$ cat config.mk
export PLATFORM = sky130hd
export DESIGN_NAME = intt_scale_out
export DESIGN_NICKNAME = d
export VERILOG_FILES = /design/src/rtl/ntt_pkg.sv /design/src/rtl/mo_mul.sv /design/src/rtl/pair_fifo.sv /design/src/rtl/intt_scale_out.sv
export SDC_FILE = /design/constraint.sdc
export NUM_CORES = 1
export LEC_CHECK = 0
export BUFFER_PORTS_ARGS = -buffer_cell sky130_fd_sc_hd__buf_4
export CAP_MARGIN = 5
export CORE_ASPECT_RATIO = 0.7
export CORE_MARGIN = 3
export CORE_UTILIZATION = 42
export CTS_CLUSTER_DIAMETER = 80
export DETAILED_ROUTE_END_ITERATION = 10
export PLACE_DENSITY = 0.69
export SLEW_MARGIN = 5
export SYNTH_ARGS = -nofsm -noshare
export SYNTH_HDL_FRONTEND = slang
export SYNTH_SLANG_ARGS = --single-unit
$ cat constraint.sdc
create_clock -name clk -period 4.7 [get_ports clk]
set_clock_uncertainty 0.15 [all_clocks]
set_input_delay 0.235 -clock clk [delete_from_list [all_inputs] [get_ports clk]]
set_output_delay 0.235 -clock clk [all_outputs]
set_load 0.02 [all_outputs]
$ cat src/rtl/ntt_pkg.sv
// Shared NTT constants and types (Kyber parameter set, Montgomery R = 2^16).
package ntt_pkg;

  localparam int unsigned DATA_WIDTH    = 12;
  localparam int unsigned Q             = 3329;
  localparam int unsigned MUL_STAGE_CNT = 3;

  // Montgomery radix bits and -Q^-1 mod 2^MONT_R_BITS
  localparam int unsigned MONT_R_BITS   = 16;
  localparam int unsigned MONT_QNEG_INV = 3327;

  typedef logic [DATA_WIDTH-1:0] coef_t;

  // n^-1 = 128^-1 = 3303 = 2^-7 mod Q; Montgomery form 2^-7 * 2^16 = 2^9
  localparam coef_t INTT_SCALE = coef_t'(512);

endpackage

$ cat src/rtl/mo_mul.sv
// Pipelined Montgomery multiplier: p = a * b * R^-1 mod Q, fully reduced to [0, Q).
// Three register stages, matching MUL_STAGE_CNT.
module mo_mul
  import ntt_pkg::*;
(
  input  logic  clk,
  input  logic  rst,
  input  coef_t a,
  input  coef_t b,
  output coef_t p
);

  localparam int unsigned ProdW = 2 * DATA_WIDTH;
  localparam int unsigned RB    = MONT_R_BITS;
  // t < Q^2 < 2^(RB+DATA_WIDTH), m*Q < 2^(RB+DATA_WIDTH); one extra bit for the sum
  localparam int unsigned SumW  = RB + DATA_WIDTH + 1;
  localparam int unsigned UW    = SumW - RB;

  logic [ProdW-1:0] prod_q, t_q;
  logic [RB-1:0]    m_d, m_q;
  logic [SumW-1:0]  sum;
  logic [UW-1:0]    u, u_red;
  coef_t            p_q;

  // Reduction arithmetic between the pipeline registers
  always_comb begin
    m_d   = prod_q[RB-1:0] * RB'(MONT_QNEG_INV);
    sum   = SumW'(t_q) + SumW'(m_q) * SumW'(Q);
    u     = UW'(sum >> RB);
    u_red = (u >= UW'(Q)) ? u - UW'(Q) : u;
  end

  // Stage 1 product, stage 2 quotient, stage 3 reduced result
  always_ff @(posedge clk or negedge rst) begin
    if (!rst) begin
      prod_q <= '0;
      t_q    <= '0;
      m_q    <= '0;
      p_q    <= '0;
    end else begin
      prod_q <= ProdW'(a) * ProdW'(b);
      t_q    <= prod_q;
      m_q    <= m_d;
      p_q    <= coef_t'(u_red);
    end
  end

  assign p = p_q;

endmodule

$ cat src/rtl/pair_fifo.sv
// Synchronous FIFO with extra-MSB pointers; a write while full is accepted only
// when a read happens in the same cycle.
module pair_fifo #(
  parameter int unsigned WIDTH = 24,
  parameter int unsigned DEPTH = 16
) (
  input  logic             clk,
  input  logic             rst,
  input  logic             wr,
  input  logic [WIDTH-1:0] wdata,
  input  logic             rd,
  output logic [WIDTH-1:0] rdata,
  output logic             full,
  output logic             empty
);

  localparam int unsigned AW = $clog2(DEPTH);

  logic [WIDTH-1:0] mem_q [DEPTH];
  logic [AW:0]      wr_ptr_q, rd_ptr_q;
  logic             do_wr, do_rd;

  // Status flags and accepted-operation strobes
  always_comb begin
    empty = (wr_ptr_q == rd_ptr_q);
    full  = (wr_ptr_q[AW] != rd_ptr_q[AW]) && (wr_ptr_q[AW-1:0] == rd_ptr_q[AW-1:0]);
    do_rd = rd && !empty;
    do_wr = wr && (!full || do_rd);
    rdata = mem_q[rd_ptr_q[AW-1:0]];
  end

  // Pointer update
  always_ff @(posedge clk or negedge rst) begin
    if (!rst) begin
      wr_ptr_q <= '0;
      rd_ptr_q <= '0;
    end else begin
      if (do_wr) wr_ptr_q <= wr_ptr_q + (AW+1)'(1);
      if (do_rd) rd_ptr_q <= rd_ptr_q + (AW+1)'(1);
    end
  end

  // Storage; contents are don't-care while empty, so no reset
  always_ff @(posedge clk) begin
    if (do_wr) mem_q[wr_ptr_q[AW-1:0]] <= wdata;
  end

endmodule

$ cat src/rtl/intt_scale_out.sv
// INTT output stage: scales both lanes by n^-1, buffers pairs and serialises them
// into a single-lane valid/ready stream with coefficient index and last flag.
module intt_scale_out
  import ntt_pkg::*;
#(
  parameter int unsigned N_COEF      = 256,
  parameter int unsigned FIFO_DEPTH  = 16,
  parameter coef_t       SCALE_CONST = INTT_SCALE
) (
  input  logic                      clk,
  input  logic                      rst,
  input  logic                      in_en,
  input  logic [2*DATA_WIDTH-1:0]   in,
  output logic                      out_valid,
  input  logic                      out_ready,
  output logic [DATA_WIDTH-1:0]     out_data,
  output logic [$clog2(N_COEF)-1:0] out_idx,
  output logic                      out_last,
  output logic                      ovf,
  output logic                      busy
);

  localparam int unsigned W    = DATA_WIDTH;
  localparam int unsigned IdxW = $clog2(N_COEF);

  coef_t                prod0, prod1;
  logic [MUL_STAGE_CNT-1:0] en_sr_q;
  logic                 wr;
  logic [2*W-1:0]       head;
  logic                 full, empty;
  logic                 fire, pop;
  logic                 sel_q, sel_d;
  logic [IdxW-1:0]      idx_q, idx_d;
  logic                 ovf_q, ovf_d;

  mo_mul u_mul0 (
    .clk (clk),
    .rst (rst),
    .a   (SCALE_CONST),
    .b   (in[W-1:0]),
    .p   (prod0)
  );

  mo_mul u_mul1 (
    .clk (clk),
    .rst (rst),
    .a   (SCALE_CONST),
    .b   (in[2*W-1:W]),
    .p   (prod1)
  );

  // Enable delay line, aligned with the multiplier outputs
  always_ff @(posedge clk or negedge rst) begin
    if (!rst) en_sr_q <= '0;
    else      en_sr_q <= {en_sr_q[MUL_STAGE_CNT-2:0], in_en};
  end

  assign wr = en_sr_q[MUL_STAGE_CNT-1];

  pair_fifo #(
    .WIDTH (2 * W),
    .DEPTH (FIFO_DEPTH)
  ) u_fifo (
    .clk   (clk),
    .rst   (rst),
    .wr    (wr),
    .wdata ({prod1, prod0}),
    .rd    (pop),
    .rdata (head),
    .full  (full),
    .empty (empty)
  );

  // Handshake decode and lane/index/overflow next state
  always_comb begin
    fire  = !empty && out_ready;
    pop   = fire && sel_q;
    sel_d = sel_q;
    idx_d = idx_q;
    ovf_d = ovf_q;
    if (fire) begin
      sel_d = !sel_q;
      idx_d = (idx_q == IdxW'(N_COEF - 1)) ? '0 : idx_q + IdxW'(1);
    end
    // a pair landing on a full buffer is lost unless the head leaves this cycle
    if (wr && full && !pop) ovf_d = 1'b1;
  end

  // Lane select, index counter and sticky overflow
  always_ff @(posedge clk or negedge rst) begin
    if (!rst) begin
      sel_q <= 1'b0;
      idx_q <= '0;
      ovf_q <= 1'b0;
    end else begin
      sel_q <= sel_d;
      idx_q <= idx_d;
      ovf_q <= ovf_d;
    end
  end

  // Output view of the head entry; data forced to 0 while empty
  always_comb begin
    out_valid = !empty;
    out_data  = empty ? '0 : (sel_q ? head[2*W-1:W] : head[W-1:0]);
    out_idx   = idx_q;
    out_last  = !empty && (idx_q == IdxW'(N_COEF - 1));
    ovf       = ovf_q;
    busy      = (|en_sr_q) || !empty;
  end

endmodule

Word level (Yosys, flattened, before mapping)
Memories as Yosys holds them, arrays and structs flattened.
Cells that the tools add are included.
{"block": "totals", "register_bits": 109, "mem_bits_rw": 384, "inputBits": 28, "output_inout_bits": 24, "elab_cells": 54, "mem_count": 1}
{"name": "u_fifo.mem_q", "words": 16, "word_bits": 24, "rd": 1, "rd_ports_with_merged_regs": 0, "write_ports": 1, "line_no": "pair_fifo.sv:19", "rtl": "logic [WIDTH-1:0] mem_q [DEPTH];"}
{"block": "classes", "addsub": 7, "n_mul": 4, "order_cmp": 2, "n_eq_ne": 4, "mux": 7, "reduce_logical": 15}
{"cell": "adder 21 x 28 -> 29 bit", "n": 2}
{"cell": "2-to-1 mux 12 bit", "n": 4}
{"cell": "multiplier 7 x 12 -> 19 bit (second input constant)", "n": 2}
{"cell": "greater-or-equal comparator 13 x 12 -> 1 bit (second input constant)", "n": 2}
{"cell": "multiplier 7 x 12 -> 7 bit (second input constant)", "n": 2}
{"cell": "subtractor 12 bit (second input constant)", "n": 2}
{"cell": "adder 5 x 1 -> 5 bit (second input constant)", "n": 2}
{"cell": "adder 8 x 1 -> 8 bit (second input constant)", "n": 1}
{"cell": "== test 8 bit (second input constant)", "n": 1}
{"cell": "logical AND 1 bit", "n": 8}
{"cell": "2-to-1 mux 8 bit", "n": 1}
{"cell": "== test 5 bit", "n": 1}
{"cell": "== test 4 bit", "n": 1}
{"cell": "zero test 1 bit", "n": 4}
{"cell": "OR reduction 3 bit", "n": 1}
{"cell": "logical OR 1 bit", "n": 2}
{"cell": "2-to-1 mux 1 bit", "n": 2}
{"cell": "!= test 1 bit", "n": 1}

Depth between registers and ports, before layout
Gate-level depths: netlist of the first run.
{"block": "depth", "depth_word": 9, "ltp_mapped": 18, "depth_no_buf": 17}

Modules after synthesis
A second synthesis of the first run with hierarchy kept.
{"block": "unflattened", "hier_cells": 3135, "hier_area_um2": 39940.8}
{"module": "pair_fifo", "instances": 1, "cells_each": 659, "area_per_inst_um2": 15180.8, "seq_area_each_um2": 11781.3}
{"module": "mo_mul (u_mul1)", "instances": 1, "cells_each": 1211, "area_per_inst_um2": 12039.0, "seq_area_each_um2": 1876.8}
{"module": "mo_mul (u_mul0)", "instances": 1, "cells_each": 1184, "area_per_inst_um2": 11944.0, "seq_area_each_um2": 1876.8}
{"module": "intt_scale_out", "instances": 1, "cells_each": 81, "area_per_inst_um2": 777.0, "seq_area_each_um2": 325.3}

Worst setup path before layout of the first run
Ideal clock, no wire load.
{"block": "synth_path", "path_kind": "reg-to-reg", "start": "reg u_mul0.m_q[13]", "end": "reg u_mul0.p_q[9] (netlist: u_mul0.p[9])", "setup_ns": 0.136, "arrival_time_ns": 3.838, "t_required_ns": 4.414, "setup_slack_ns": 0.576, "path_stages_with_launch": 17, "n_path_buf": 1, "period_less_slack_ns": 4.124, "path_cell_list": "dfrtp_1 -> ha_1 -> ha_1 -> fa_1 -> ha_1 -> ha_1 -> and3b_1 -> o21a_1 -> o21a_1 -> nor2_1 -> xnor2_1 -> o311ai_1 -> a31o_2 -> buf_4 -> a211oi_1 -> a21oi_1 -> xnor2_1"}
{"block": "synth_via", "elab_chain_len": 4, "word_cells_on_any_way": 5, "cone_classes": "add/sub (2); mul (1); order compare (1); mux (1)"}
{"element": "from (decl)", "line_no": "mo_mul.sv:20", "rtl": "logic [RB-1:0] m_d, m_q;"}
{"element": "from (signal assigned)", "line_no": "mo_mul.sv:43", "rtl": "m_q <= m_d;"}
{"element": "multiplier 7 x 12 -> 19 bit (*)", "line_no": "mo_mul.sv:28", "rtl": "sum = SumW'(t_q) + SumW'(m_q) * SumW'(Q);"}
{"element": "adder 21 x 28 -> 29 bit (*)", "line_no": "mo_mul.sv:28"}
{"element": "subtractor 12 bit / greater-or-equal comparator 13 x 12 -> 1 bit (equally long branches)", "line_no": "mo_mul.sv:30", "rtl": "u_red = (u >= UW'(Q)) ? u - UW'(Q) : u;"}
{"element": "2-to-1 mux 12 bit (*)", "line_no": "mo_mul.sv:30"}
{"element": "net u_mul0.u_red[9]", "line_no": "mo_mul.sv:22", "rtl": "logic [UW-1:0] u, u_red;"}
{"element": "to (signal assigned)", "line_no": "mo_mul.sv:44", "rtl": "p_q <= coef_t'(u_red);"}
{"element": "to (decl)", "line_no": "mo_mul.sv:23", "rtl": "coef_t p_q;"}
The timed path passes the listed nets; every way through them passes the cells marked *.
A chain may end at the register's enable or synchronous reset.

Worst setup path after layout of the first run
{"block": "layout_path", "start": "reg u_mul0.m_q[13]", "end": "reg u_mul0.p_q[8] (netlist: u_mul0.p[8])"}
Same word-level chain as after synthesis.

==> results of run 1 <==
## cell usage in the layout, fill, tap and decap left out, types with 8 or more instances in the layout
cell type / n
sky130_fd_sc_hd__edfxtp_1: 384
sky130_fd_sc_hd__a21oi_1: 23
sky130_fd_sc_hd__nand2b_1: 8
sky130_fd_sc_hd__mux4_2: 120
sky130_fd_sc_hd__buf_4: 79
sky130_fd_sc_hd__clkbuf_16: 49
sky130_fd_sc_hd__xnor2_1: 68
sky130_fd_sc_hd__clkbuf_1: 13
sky130_fd_sc_hd__nand3_1: 13
sky130_fd_sc_hd__clkinv_2: 8
sky130_fd_sc_hd__fa_1: 16
sky130_fd_sc_hd__xor2_1: 20
sky130_fd_sc_hd__nand2_1: 45
sky130_fd_sc_hd__nor2_1: 33
sky130_fd_sc_hd__mux2i_1: 16
sky130_fd_sc_hd__dlygate4sd3_1: 27
sky130_fd_sc_hd__inv_1: 54
sky130_fd_sc_hd__a21o_1: 13
sky130_fd_sc_hd__dfrtp_1: 104
sky130_fd_sc_hd__o21ai_0: 9
sky130_fd_sc_hd__ha_1: 113
## state kept, by name, summed over array words and instances, names as in the netlist, 3 cells and up
register	flops
u_fifo.mem_q	384
u_mul0.p	12
u_mul0.prod_q	12
u_mul0.t_q	12
u_mul1.p	12
u_mul1.prod_q	12
u_mul1.t_q	12
out_idx	8
u_mul0.m_q	6
u_mul1.m_q	6
u_fifo.rd_ptr_q	5
u_fifo.wr_ptr_q	5
en_sr_q	3
## area by class of cell
class / count / area, µm²
Inverter: 54 / 202.7
Clock buffer: 63 / 1289
Fill cell: 4035 / 25130
Sequential cell: 491 / 14220
Timing Repair Buffer: 109 / 923.4
Multi-Input combinational cell: 618 / 7142
Clock inverter: 25 / 292.8
Tap cell: 665 / 832.0
## layer usage
layer  up-vias  share of wire, %  GRT usage [%]
met5         -                 0              0
met4         0               1.4          3.966
met3        45               7.3          3.866
met2       357                45          25.05
met1      5752                46          25.92
li1       4918                 -              -
## cells by family after synthesis
kind of cell | count (synthesis) | share of synthesized area (%)
XOR/XNOR | 91 | 3.728
AO/OA/AOI/OAI | 100 | 3.705
multiplexers | 137 | 13.32
flip-flops | 491 | 65.84
buffers and inverters | 94 | 1.722
adder cells (fa/ha/maj) | 130 | 8.094
AND/OR/NAND/NOR | 159 | 3.595
## per-stage QoR
| stage | instance area [µm²] | hold WS (ps) | utilization (%) |
|---|---|---|---|
| finish | 24900 | 55.80 | 49.77 |
| global route | 24900 | 113.6 | 49.77 |
| CTS | 24820 | 55.48 | 49.61 |
| detailed placement | 22970 | 133.7 | 45.91 |
| global placement | 22970 | 125.5 | 45.91 |
| floorplan | 21580 | -210.6 | - |
## worst reg2reg max path, cell delays in order (launching register included)
cell and delay, ps:
sky130_fd_sc_hd__dfrtp_1 420, sky130_fd_sc_hd__ha_1 310, sky130_fd_sc_hd__ha_1 310, sky130_fd_sc_hd__fa_1 490, sky130_fd_sc_hd__ha_1 350, sky130_fd_sc_hd__ha_4 300
sky130_fd_sc_hd__a31oi_1 70, sky130_fd_sc_hd__o21bai_1 270, sky130_fd_sc_hd__xor2_1 120, sky130_fd_sc_hd__buf_4 180, sky130_fd_sc_hd__a221oi_1 380, sky130_fd_sc_hd__a31o_2 300
sky130_fd_sc_hd__buf_4 130, sky130_fd_sc_hd__a21oi_2 30, sky130_fd_sc_hd__a222oi_1 390, sky130_fd_sc_hd__xor2_1 170
## cell usage after synthesis, drive strengths merged (16+ instances only)
| cell | count |
|---|---|
| a21oi | 27 |
| buf | 18 |
| clkbuf | 22 |
| dfrtp | 107 |
| edfxtp | 384 |
| fa | 16 |
| ha | 114 |
| inv | 54 |
| mux2i | 16 |
| mux4 | 120 |
| nand2 | 45 |
| nor2 | 46 |
| xnor2 | 70 |
| xor2 | 21 |
## timing repair
action | in CTS | in global routing
hold endpoints to repair | 71 | 0
endpoints found under the setup margin | 0 | 2
gates resized for setup | 0 | 6
setup buffers | 0 | 3
hold buffers | 27 | 0
## final timing paths
kind,slack (ps),depth (start not counted),end,startpoint
hold / removal,60,2,u_mul0.prod_q[9]$_DFF_PN0_,rst
setup reg to reg,250,15,u_mul0.p[8]$_DFF_PN0_,u_mul0.m_q[13]$_DFF_PN0_
hold reg to reg,200,0,u_mul0.t_q[20]$_DFF_PN0_,u_mul0.prod_q[20]$_DFF_PN0_
setup / recovery,250,15,u_mul0.p[8]$_DFF_PN0_,u_mul0.m_q[13]$_DFF_PN0_
max in group asynchronous,2970,3,u_fifo.rd_ptr_q[1]$_DFFE_PN0P_,rst
min in group clk,150,2,u_mul1.prod_q[16]$_DFF_PN0_,in[19]
==> impl_summary.md, run 1 <==
Run status
The run finished with clean final reports.

Timing
The maximum operating frequency is 224.9 MHz. The final critical delay including setup and external delays is ~4400 ps. The count of final hold-check violations was 0. For the pin with the worst max-slew slack, the measured transition is about 840 ps. The setup-violating endpoint count in the final report is 0. After routing, the total negative slack on setup checks comes to 0 ps. The share of the cycle needed by the critical path after routing is around 95%. The post-route worst setup slack is ~250 ps.

The number of slew-limit violations in the final report is 0. In this run the tightest slew margin relative to its limit is 43.71%.

Place
Port buffering added a little over 50 buffers. Routability-driven placement finished with a final weighted congestion of 0.8199. Before CTS, the worst setup slack after placement is 220.5 ps.

Counting tap cells, the placed design contains a total of between 1500 and 2000 instances. The half-perimeter wire length after placement is around 27000 µm.

Logic synthesis
The share of the Yosys chip area taken by registers is 65.84%. By area the synthesized netlist is led by sky130_fd_sc_hd__edfxtp_1, sky130_fd_sc_hd__mux4_2, sky130_fd_sc_hd__dfrtp_1. Yosys mapped a number of flops with a built-in enable equal to ~380. Summed over its instances, the top area cell type makes up a little over half of the synthesized netlist area. The number of register bits inferred by synthesis is just under 500.

The number of nets in the synthesized netlist is roughly 1400. Among all flip-flop cells after synthesis, the most frequent one is sky130_fd_sc_hd__edfxtp_1. The synthesis warning total is 0.

The post-synthesis async set-or-reset flop share is between 20% and 30%. Of all cell types, the one taking the most synthesized area is sky130_fd_sc_hd__edfxtp_1. Counting every instance in the synthesized netlist gives around 1200. Counting distinct cell types in the post-synthesis netlist gives 76. The synthesized area is between 20000 and 25000 µm². Dividing the synthesized area by the synthesized cell count gives approximately 18 µm².

Critical path
The worst setup path is launched from a flip-flop. Data on the critical path arrives at its endpoint at 4790 ps. The cell with the largest stage delay on the worst path is sky130_fd_sc_hd__fa_1.

The dominant delay contributor by cell family on the critical path is adder cells. The kind of critical path is flip-flop to flip-flop. Counting stages on the worst path, the most repeated cell is sky130_fd_sc_hd__ha_1. In this run the worst path has a maximum fanout of 6. The highest cell delay on the worst timing path is about 500 ps. Counting both buffers and inverters, the worst setup path holds a total of 2.

Walking the worst path, the cells encountered are ha_1 -> ha_1 -> fa_1 -> ha_1 -> ha_4 -> a31oi_1 -> o21bai_1 -> xor2_1 -> buf_4 -> a221oi_1 -> a31o_2 -> buf_4 -> a21oi_2 -> a222oi_1 -> xor2_1. The data required time of the critical path is 5050 ps. The sort of element at the end of the critical path is a flip-flop.

Floorplanning
In this run the core area contains 68 standard-cell rows. In this run the count of I/O pins placed on the die edge is 52. The overall die area is ~54000 µm².

The initial standard-cell utilization of the core is between 40% and 50%. The horizontal die dimension is around 280 µm. The vertical die dimension is just under 200 µm. The region available for standard cell placement spans around 50000 µm².

Clocking
The clock drives 491 sinks. Clock-pin slew was measured on the worst setup and hold paths at 60 ps. The clock latency on the worst-skew pair is 580 ps. In this run the clock root is driven by a sky130_fd_sc_hd__clkbuf_16.

The maximum number of buffers from clock root to sink is 3. The number of CTS-inserted buffers is 48. TritonCTS built the clock tree. CTS built an H-tree with a depth of 2.

Global routing
For this run the aggregate overflow at the end of global routing stands at 0. The first global-routing pass estimated between 70000 and 80000 µm of wire. Entering global routing, the biggest net connects 66 pins. The number of antenna violations at the first check in global routing was 0.

In the global route stage, overall resource usage came out at roughly 17%. The via count of the first global-routing pass is between 10000 and 15000.

Cells and area
The number of nets at the end of the flow is ~1500. Excluding fillers, the count of instances in the completed layout stands at 2025. The area added between synthesis and finish is 15.38%. The count of inserted antenna diode cells is 0. The share of final-layout standard cells stronger than drive strength 1 is 23.75%.

Detailed routing
Dividing the detail-routed wire length by the instance count gives roughly 23 µm. The average via count per standard cell is about 5.5. Once detail routing completed, the nets flagged for antenna violations numbered 0. The routed layout has about 11000 vias. The first detailed-routing pass ran for 5 iterations. The wire length after detailed routing is about 46000 µm. The count of routing violations after the opening detailed-route iteration is about 1100.

In the routed design, unresolved DRC markers number 0.

Run
The max capacitance violation total is 0.

Hold path
The tightest min-delay check is of the primary input to async pin type.
Power of run 1 is left out: the tool's default activity adds up to more than one toggle a clock period on the data nets, which glitch-free logic cannot reach.
==> run 2, diff against run 1 <==
- SYNTH_HIERARCHICAL: default -> 1
==> run 2 against run 1 <==
The flow now finishes with violations (negative setup slack). Critical path depth rose by 5. Sequential share of layout area fell by 23 points. Sequential cell count is 66 higher. Register-to-register slack lost 1100 ps. Count of clock-buffer cells in the layout rose by 3. Non-clock buffer count up 211. Highest routed layer unchanged.
==> impl_summary.md, run 2 <==
Run status
The flow ran to the end, but the final reports show violations. The final reports fail on negative setup slack.

Cells and area
The area used by multi-input combinational logic is around 23000 µm². The non-filler instance count after layout is about 4800. 0 antenna diodes ended up in the layout. The most common cell after layout, fill and taps aside is sky130_fd_sc_hd__inv_1. The number of fill cells in the layout is 7918. The area added between synthesis and finish is 17.76%. The register with the most flip-flops in the layout has about 380 of them. In the final layout, flip-flops and latches occupy between 15000 and 20000 µm². The number of nets at the end of the flow is approximately 4300.

The share of final-layout standard cells stronger than drive strength 1 is between 20% and 30%. In the layout the commonest cells are sky130_fd_sc_hd__inv_1, sky130_fd_sc_hd__ha_1, sky130_fd_sc_hd__edfxtp_1.

Timing
The setup-violating endpoint count in the final report is 24. Across all setup checks in the final design, the least slack found is -838.0 ps. Dividing the final minimum period by the clock period gives 117.8%. The maximum operating frequency is ~180 MHz. The worst slew margin relative to its limit is roughly a quarter. The routed design could run at a clock period as short as approximately 5500 ps.

The number of slew-limit violations in the final report is 0. The count of final hold-check violations is 0. Setup repair after global routing could not meet its margin everywhere.

For the pin with the worst max-slew slack, the measured transition is around 1100 ps.

Logic synthesis
In this run the cell area of the synthesized design comes to 39940 µm². The average footprint of a synthesized cell is 12.74 µm². The largest area contributor in the netlist is sky130_fd_sc_hd__edfxtp_1. The number of register bits inferred by synthesis is between 500 and 600. Sorting the synthesized cells by area gives the leading types as sky130_fd_sc_hd__edfxtp_1, sky130_fd_sc_hd__fa_1, sky130_fd_sc_hd__ha_1.

The most common cell in the netlist is sky130_fd_sc_hd__inv_1. The share of the synthesized area in the top cell type is a little under 30%. The number of flops mapped to enable cells by yosys is ~380.

The cell count after synthesis came out at between 3000 and 4000. The synthesis warning total is 6. The most used flip-flop cell after synthesis is sky130_fd_sc_hd__edfxtp_1. For this run, asynchronously set or reset flops after synthesis account for between 30% and 40%. The post-synthesis sequential area ratio is roughly 40%. The number of distinct library cell variants in the gate-level netlist after synthesis is 89. Sorting the synthesized cells by how often they occur yields sky130_fd_sc_hd__inv_1, sky130_fd_sc_hd__ha_1, sky130_fd_sc_hd__edfxtp_1.

Critical path
The worst setup path is captured at a flip-flop. Of all nets on the critical path, the largest fanout is 4. The flop-to-flop setup slack is -840 ps.

Data on the critical path arrives at its endpoint at 5900 ps. The kind of critical path is flip-flop to flip-flop. The critical path launch point type is a flip-flop. The source of the worst register-to-register timing path is u_mul0/m_q[2]$_DFF_PN0_. The worst register-to-register path ends at u_mul0/p[5]$_DFF_PN0_. The depth of the most critical reg-to-reg path is 20. The data required time of the critical path is slightly above 5000 ps.

Place
The half-perimeter wire length after placement is between 60000 and 70000 µm. The worst slack after detailed placement is -856.0 ps. The number of placed instances, taps included, is between 4000 and 5000.

During placement, the flow inserted port buffers numbering between 50 and 60. Routability-driven placement finished with a final weighted congestion of approximately 0.84.

Global routing
The via count of the first global-routing pass came to between 20000 and 25000. After global routing the overflow that remains totals 0. The wire length of the first global-routing pass is about 140000 µm. The largest net degree at the start of global routing is 100. The overall routing resource usage is between 10% and 20%.

The number of antenna violations at the first check in global routing is 1.

Floorplanning
The number of core rows is 93. The vertical die dimension is around 260 µm. The die covers roughly 99000 µm².

The placeable core region is a little over 90000 µm². The initial standard-cell utilization of the core is 42.91%. During I/O placement, the number of pins put on the boundary was between 50 and 60.

The horizontal die dimension is around 370 µm.

Detailed routing
After detailed routing, the number of remaining DRC violations is 0. The first-pass iteration count of the detailed router is 5. In the final routed layout, each cell accounts on average for around 18 µm. The final layout contains routed wiring with a total length of 84820 µm. The detailed router finished its first iteration with 1595 violations. The average via count per standard cell is 4.993. The count of nets left with antenna violations after detail routing is 0. The detailed router placed 23840 vias in this run.

Clocking
The number of CTS-inserted buffers is 57. The CTS tree is yes. After clock tree synthesis, the clock-pin slew on the worst setup and hold paths is 70 ps. The TritonCTS sink count is ~560.

The tree is rooted in a sky130_fd_sc_hd__clkbuf_16. The H-tree depth reported by CTS is 2. Clock latency on the worst-skew pair, taken at its later pin, is around 620 ps. The maximum number of buffers from clock root to sink is 3.

Hold path
The path type of the worst min-delay path is primary input to async pin.

Run
The max capacitance violation total is 0.
## run 2: worst max-delay path, stage by stage (launching register included)
cell	delay, ps
sky130_fd_sc_hd__dfrtp_1	430
sky130_fd_sc_hd__ha_4	280
sky130_fd_sc_hd__inv_2	40
sky130_fd_sc_hd__fa_1	540
sky130_fd_sc_hd__inv_2	60
sky130_fd_sc_hd__ha_4	260
sky130_fd_sc_hd__inv_2	40
sky130_fd_sc_hd__fa_2	470
sky130_fd_sc_hd__fa_1	560
sky130_fd_sc_hd__inv_2	40
sky130_fd_sc_hd__ha_4	250
sky130_fd_sc_hd__and4_4	230
sky130_fd_sc_hd__nand4_4	100
sky130_fd_sc_hd__o311ai_1	380
sky130_fd_sc_hd__xnor2_1	180
sky130_fd_sc_hd__ha_1	250
sky130_fd_sc_hd__o41a_1	480
sky130_fd_sc_hd__o211ai_4	290
sky130_fd_sc_hd__clkbuf_16	210
sky130_fd_sc_hd__a211oi_2	70
sky130_fd_sc_hd__xnor2_1	120
## run 2: area by class of cell
type / count / area share [%]
Clock buffer: 66 / 3.221
Clock inverter: 41 / 1.301
Inverter: 558 / 4.453
Multi-Input combinational cell: 1998 / 48.50
Sequential cell: 557 / 33.78
Tap cell: 1235 / 3.285
Timing Repair Buffer: 320 / 5.461
## run 2: layer usage
layer | GRT usage [%] | up-vias | share of wire [%]
li1 | - | 11170 | -
met1 | 27.13 | 11960 | 49
met2 | 25.76 | 661 | 43
met3 | 2.869 | 53 | 6.5
met4 | 2.728 | 0 | 0.94
met5 | 0 | - | 0
## run 2: logic make-up after synthesis
group / after synthesis / share of synthesized area [%]
simple gates: 578 / 7.005
mux: 118 / 5.980
buf+inv: 650 / 6.337
flops: 557 / 39.71
compound gates: 281 / 5.326
other cells: 2 / 0.01880
fa+ha+maj: 809 / 32.44
xor+xnor: 140 / 3.183
## run 2: how the worst max path moves through the flow
stage / start / end / slack (ps) / depth (start not counted)
after CTS: u_mul0/m_q[3]$_DFF_PN0_ / u_mul0/p[3]$_DFF_PN0_ / -780 / 20
final: u_mul0/m_q[2]$_DFF_PN0_ / u_mul0/p[5]$_DFF_PN0_ / -840 / 20
after detailed placement: u_mul0/m_q[2]$_DFF_PN0_ / u_mul0/p[4]$_DFF_PN0_ / -860 / 19
after global routing: u_mul0/m_q[2]$_DFF_PN0_ / u_mul0/p[9]$_DFF_PN0_ / -1000 / 20
after global placement: u_mul0/m_q[2]$_DFF_PN0_ / u_mul0/p[7]$_DFF_PN0_ / -770 / 18
after floorplan: u_mul0/m_q[2]$_DFF_PN0_ / u_mul0/p[3]$_DFF_PN0_ / -580 / 18
## run 2: repair_timing
action | CTS | global route
hold endpoints to repair | 105 | 0
hold buffers | 3 | 0
gates resized for setup | 75 | 105
pin swaps | 59 | 86
setup endpoints to repair | 29 | 31
buffers inserted | 20 | 28
gates cloned | 2 | 0
## run 2: stage by stage
stage          hold WS [ps]  utilization [%]  cell area, µm²  setup TNS, ps
3_5_place_dp          184.7            46.86           43630         -18560
6_report              135.8            50.53           47040         -17590
2_1_floorplan        -210.6                -           40400         -10210
3_3_place_gp          183.3            46.86           43630         -16100
5_1_grt               135.7            50.53           47040         -21200
4_1_cts               96.03            49.83           46390         -16340
Power of run 2 is left out for the same reason.
